**src/rtl/flags_pkg.sv**
```systemverilog
// Shared constants and types for the flag register and its context stack.
// Bit indices name the default four-flag layout.
package flags_pkg;

  localparam int FLAG_WIDTH_DEF = 4;
  localparam int FLAG_DEPTH_DEF = 4;

  localparam int FLAG_Z = 0;
  localparam int FLAG_N = 1;
  localparam int FLAG_C = 2;
  localparam int FLAG_V = 3;

  // Resolved stack action for one cycle, after full/empty qualification
  typedef enum logic [2:0] {
    STK_IDLE = 3'd0,
    STK_PUSH = 3'd1,
    STK_POP  = 3'd2,
    STK_SWAP = 3'd3,
    STK_OVF  = 3'd4,
    STK_UNF  = 3'd5
  } stk_op_e;

endpackage

```
**src/rtl/flags_lifo.sv**
```systemverilog
// Context storage: DEPTH x WIDTH register array with one write port and one
// asynchronous read port. Contents are deliberately not reset.
module flags_lifo
  import flags_pkg::*;
#(
  parameter int WIDTH = FLAG_WIDTH_DEF,
  parameter int DEPTH = FLAG_DEPTH_DEF,
  parameter int AW    = (DEPTH > 1) ? $clog2(DEPTH) : 1
) (
  input  logic             clock,
  input  logic             wr_en,
  input  logic [AW-1:0]    wr_addr,
  input  logic [WIDTH-1:0] wr_data,
  input  logic [AW-1:0]    rd_addr,
  output logic [WIDTH-1:0] rd_data
);

  logic [WIDTH-1:0] mem_r [DEPTH];

  // Storage write; no reset so the array maps onto plain flops or LUT RAM
  always_ff @(posedge clock) begin
    if (wr_en) begin
      mem_r[wr_addr] <= wr_data;
    end
  end

  assign rd_data = mem_r[rd_addr];

endmodule

```
**src/rtl/flags_stack.sv**
```systemverilog
// Architectural flag register with a saved-context LIFO. Pops restore flags,
// pushes save them, push+pop swaps; sticky bits record overflow/underflow.
module flags_stack
  import flags_pkg::*;
#(
  parameter int WIDTH = FLAG_WIDTH_DEF,
  parameter int DEPTH = FLAG_DEPTH_DEF
) (
  input  logic                         clock,
  input  logic                         reset,
  input  logic                         c14,
  input  logic [WIDTH-1:0]             flag_mask,
  input  logic [WIDTH-1:0]             flag_input,
  input  logic                         push,
  input  logic                         pop,
  input  logic                         clear_err,
  output logic [WIDTH-1:0]             flag_reg,
  output logic [$clog2(DEPTH+1)-1:0]   depth_count,
  output logic                         full,
  output logic                         empty,
  output logic                         overflow,
  output logic                         underflow
);

  localparam int CW = $clog2(DEPTH + 1);
  localparam int AW = (DEPTH > 1) ? $clog2(DEPTH) : 1;

  stk_op_e          op_s;
  logic [AW-1:0]    top_idx_s;
  logic             wr_en_s;
  logic [AW-1:0]    wr_addr_s;
  logic [WIDTH-1:0] rd_data_s;
  logic [WIDTH-1:0] upd_flags_s;

  assign full        = (depth_count == CW'(DEPTH));
  assign empty       = (depth_count == CW'(0));
  assign top_idx_s   = AW'(depth_count - CW'(1));
  assign upd_flags_s = (flag_reg & ~flag_mask) | (flag_input & flag_mask);

  // Resolve push/pop request into a single stack action
  always_comb begin
    op_s = STK_IDLE;
    case ({push, pop})
      2'b10:   op_s = full  ? STK_OVF : STK_PUSH;
      2'b01:   op_s = empty ? STK_UNF : STK_POP;
      2'b11:   op_s = empty ? STK_UNF : STK_SWAP;
      default: op_s = STK_IDLE;
    endcase
  end

  // Storage write port: push writes above the top, swap overwrites the top
  always_comb begin
    wr_en_s   = 1'b0;
    wr_addr_s = AW'(depth_count);
    case (op_s)
      STK_PUSH: begin
        wr_en_s   = 1'b1;
        wr_addr_s = AW'(depth_count);
      end
      STK_SWAP: begin
        wr_en_s   = 1'b1;
        wr_addr_s = top_idx_s;
      end
      default: begin
        wr_en_s   = 1'b0;
        wr_addr_s = AW'(depth_count);
      end
    endcase
  end

  flags_lifo #(
    .WIDTH (WIDTH),
    .DEPTH (DEPTH),
    .AW    (AW)
  ) u_lifo (
    .clock   (clock),
    .wr_en   (wr_en_s),
    .wr_addr (wr_addr_s),
    .wr_data (flag_reg),
    .rd_addr (top_idx_s),
    .rd_data (rd_data_s)
  );

  // Flag register: an effective pop (or swap) overrides the c14 update
  always_ff @(posedge clock or posedge reset) begin
    if (reset) begin
      flag_reg <= {WIDTH{1'b0}};
    end else if ((op_s == STK_POP) || (op_s == STK_SWAP)) begin
      flag_reg <= rd_data_s;
    end else if (c14) begin
      flag_reg <= upd_flags_s;
    end
  end

  // Saved-context count
  always_ff @(posedge clock or posedge reset) begin
    if (reset) begin
      depth_count <= CW'(0);
    end else begin
      case (op_s)
        STK_PUSH: depth_count <= depth_count + CW'(1);
        STK_POP:  depth_count <= depth_count - CW'(1);
        default:  depth_count <= depth_count;
      endcase
    end
  end

  // Sticky error bits; a same-cycle error event beats clear_err
  always_ff @(posedge clock or posedge reset) begin
    if (reset) begin
      overflow  <= 1'b0;
      underflow <= 1'b0;
    end else begin
      if (op_s == STK_OVF) begin
        overflow <= 1'b1;
      end else if (clear_err) begin
        overflow <= 1'b0;
      end
      if (op_s == STK_UNF) begin
        underflow <= 1'b1;
      end else if (clear_err) begin
        underflow <= 1'b0;
      end
    end
  end

endmodule

```
**config.mk**
```make
export PLATFORM = sky130hd
export DESIGN_NAME = flags_stack
export DESIGN_NICKNAME = d
export VERILOG_FILES = /design/src/rtl/flags_pkg.sv /design/src/rtl/flags_lifo.sv /design/src/rtl/flags_stack.sv
export SDC_FILE = /design/constraint.sdc
export NUM_CORES = 1
export LEC_CHECK = 0
export CORE_UTILIZATION = 54
export CTS_CLUSTER_SIZE = 16
export DETAILED_ROUTE_END_ITERATION = 8
export PLACE_DENSITY_LB_ADDON = 0.3
export SLEW_MARGIN = 25
export SYNTH_ARGS = -nofsm -noshare
export SYNTH_HDL_FRONTEND = slang
export SYNTH_HIERARCHICAL = 1
export SYNTH_SLANG_ARGS = --single-unit
```
**constraint.sdc**
```tcl
create_clock -name clock -period 3 [get_ports clock]
set_input_delay 0.75 -clock clock [delete_from_list [all_inputs] [get_ports clock]]
set_output_delay 0.75 -clock clock [all_outputs]
set_load 0.02 [all_outputs]
```
==> metrics.md <==
| Metric | Value |
|---|---|
| TritonCTS Sinks | 25 |
| Num rows | 17 |
| Ys async rst share | 36.0% |
| Initial cell density of the core | 57.4% |
| Placed insts | 146 |
| Average wire per standard cell | 17.2 um |
| Mapped Cells | 94 |
| Max VDD drop | 0.000650 V |
| Critical path, cell by cell | inv_1 > ha_2 > nand2b_4 > inv_1 > clkdlybuf4s50_1 |
| Switching power | 577 uW |
| Net count, final | 140 |
| Initial DRC Count | 27 |
| Hold_buf cts | 0 |
| Total leakage power | 0.648 nW |
| Pwr/cell area | 958 mW/mm^2 |
| CTS tree | yes |
| Die height | 50.5 um |
| Combinational share of power | 48.4% |
| Layout area overhead | 23.9% |
| Sequential fraction of the synthesis area | 55.6% |
| Root Buffer Master | clkbuf_4 |
| Flop pwr share | 41.5% |
| Final hold vios | 0 |
| Clk_lat worst skew | 0.32 ns |
| Most used cell, CP | inv_1 |
| Setup TNS | 0 ns |
| DR vias | 874 |
| I/O Buffers | 24 |
| Top cells by area, synth | edfxtp_1 (38%), dfrtp_1 (18%), mux4_1 (8.3%) |
| Synth Flop Type | edfxtp_1 |
| Status | complete, no violations |
| Remaining routing DRC violations | 0 |
| Final Max Tran Viols | 0 |
| H-tree Lvls | 1 |
| GRT Util Overall | 23.4% |
| I/O pins | 25 |
| Routability cong. | 0.762 |
| Unique masters post-synth | 30 |
| Post-DP HPWL | 1960 um |
| Core footprint | 0.00221 sq mm |
| DRT antenna net count | 0 |
| Slowest-stage cell, CP | clkdlybuf4s50_1 |
| Clk_skew | 0.000687 ns |
| Ys Warns | 6 |
| Worst slew margin | 75.3% |
| Largest net degree at the start of global routing | 16 |
| CTS Buf Count | 3 |
| Total length of routed wires | 2570 um |
| Slowest stage delay, CP | 0.60 ns |
| Synth top area share | 37.9% |
| Vias per cell | 5.83 |
| Setup bufs post-CTS | 0 |
| Setup violations, final | 0 |
| Final core occ | 71.0% |
| CP Launch Type | register |
| Clock power share | 10.1% |
| Worst Path Required | 2.25 ns |
| Post-CTS resize count | 0 |
| Inserted Diodes | 0 |
| Crit. End Element | output pin |
| Max Clock Freq | 0.357 GHz |
| RSZ-0062 raised after global routing | no |
| Fin crit share | 93.3% |
| Synth area leader | edfxtp_1 |
| Die area | 0.00255 sq mm |
| Fin crit period | 2.80 ns |
| First-pass DRT Iterations | 4 |
| Crit Path Max Fanout | 9 |
| Syn Nets | 111 |
| Initial antenna violation count | 0 |
| First-pass GRT wire length | 4170 um |
| Layout cell share with drive strength beyond 1 | 10.7% |
| Type of the worst setup path | register to output pin |
| #FFs+latches synth | 25 |
| Worst-path clk slew | 0.14 ns |
| Worst path arrival time | 2.05 ns |
| Commonest cells in the netlist | edfxtp_1 (16), dfrtp_1 (9), inv_1 (9) |
| Fillers | 163 |
| Synthesized area | 0.00127 sq mm |
| Hold Crit Class | register to register |
| CTS max path bufs | 2 |
| Mapped Avg Cell Area | 13.5 sq um |
| Sw Share | 38.3% |
| Vias in the first global route | 860 |
| Gr ovfl total | 0 |
| Cell with the most instances after synthesis | edfxtp_1 |
| Max-Cap Viols | 0 |
| Die X | 50.5 um |
| Worst Tran Pin Value | 0.367 ns |
| Int Power | 929 uW |
| Non-Filler Instances | 150 |
| EDFF count, synth | 16 |
through the flow:
step	hold slack, ns	cell area (sq um)	setup WS [ns]	power (mW)
6_report	0.523	1570	0.201	1.51
5_1_grt	0.554	1570	0.0907	1.59
4_1_cts	0.520	1570	0.106	1.51
3_5_place_dp	0.486	1540	0.483	1.35
3_3_place_gp	0.472	1540	0.515	1.33
2_1_floorplan	0.578	1270	0.790	1.08
layer usage:
metal	track usage, %	vias up	wire length [um]
met5	0	-	0
met4	8.80	0	35
met3	4.24	4	97
met2	38.2	31	1300
met1	31.0	439	1140
li1	-	400	-
path summary, 6_finish.rpt:
check                      slack (ns)                  startpoint  cells after the start                           end
max reg2reg                      0.87  depth_count[1]$_DFFE_PP0P_                      6  u_lifo/mem_r[2][3]$_DFFE_PP_
min                              0.52        overflow$_DFFE_PP0P_                      1          overflow$_DFFE_PP0P_
max in group asynchronous        2.05                       reset                      2    depth_count[1]$_DFFE_PP0P_
min reg2reg                      0.52        overflow$_DFFE_PP0P_                      1          overflow$_DFFE_PP0P_
max                              0.20  depth_count[1]$_DFFE_PP0P_                      5                         empty
min in group asynchronous        0.69                       reset                      2    asynchronous set/reset pin
placed cells by master, fill, tap and decap left out, drive strengths merged, types with 3 or more instances in the layout:
cell type / netlist / layout
a21oi: 5 / 5
buf: 4 / 4
edfxtp: 16 / 16
mux2i: 5 / 5
clkdlybuf4s50: 0 / 24
inv: 9 / 9
dfrtp: 9 / 9
ha: 3 / 3
xnor2: 4 / 4
clkbuf: 0 / 3
nand3: 5 / 5
mux4: 4 / 4
nand2: 7 / 7
o21ai: 4 / 4
nand3b: 3 / 3
cell families (layout without fill, tap and decap cells):
kind of cell | after synthesis | count (layout) | synth area share, %
and+or+nand+nor | 25 | 25 | 12.9
xor gates and xnor gates | 5 | 5 | 3.45
AOI/OAI and AO/OA | 14 | 14 | 7.40
DFF | 25 | 25 | 55.6
muxes | 9 | 9 | 12.2
buffers and inverters | 13 | 41 | 5.42
adders and majority gates | 3 | 3 | 2.96
power groups by stage:
| stage | sequential [mW] | combinational (mW) | clock, mW |
|---|---|---|---|
| 6_report | 0.624 | 0.728 | 0.153 |
| 5_1_grt | 0.639 | 0.785 | 0.169 |
| 4_1_cts | 0.627 | 0.722 | 0.158 |
| 3_5_place_dp | 0.635 | 0.719 | 0 |
| 3_3_place_gp | 0.629 | 0.698 | 0 |
| 2_1_floorplan | 0.656 | 0.422 | 0 |
critical path, delay by kind of cell, from the launching register on:
kind	cells	cell delay [ns]
flip-flops	1	0.44
AND/OR/NAND/NOR	1	0.10
adder cells (fa/ha/maj)	1	0.34
buffers and inverters	3	0.84
final cells by class:
cell class	instances	area (sq um)	share of cell area, %
sequential	25	706	44.9
multi-input combinational	56	497	31.6
timing repair buffer	28	270	17.2
tap	28	35.0	2.23
inverter	9	33.8	2.15
clock buffer	3	22.5	1.43
clock inverter	1	7.51	0.478
Power figures use the tool's default switching activity.
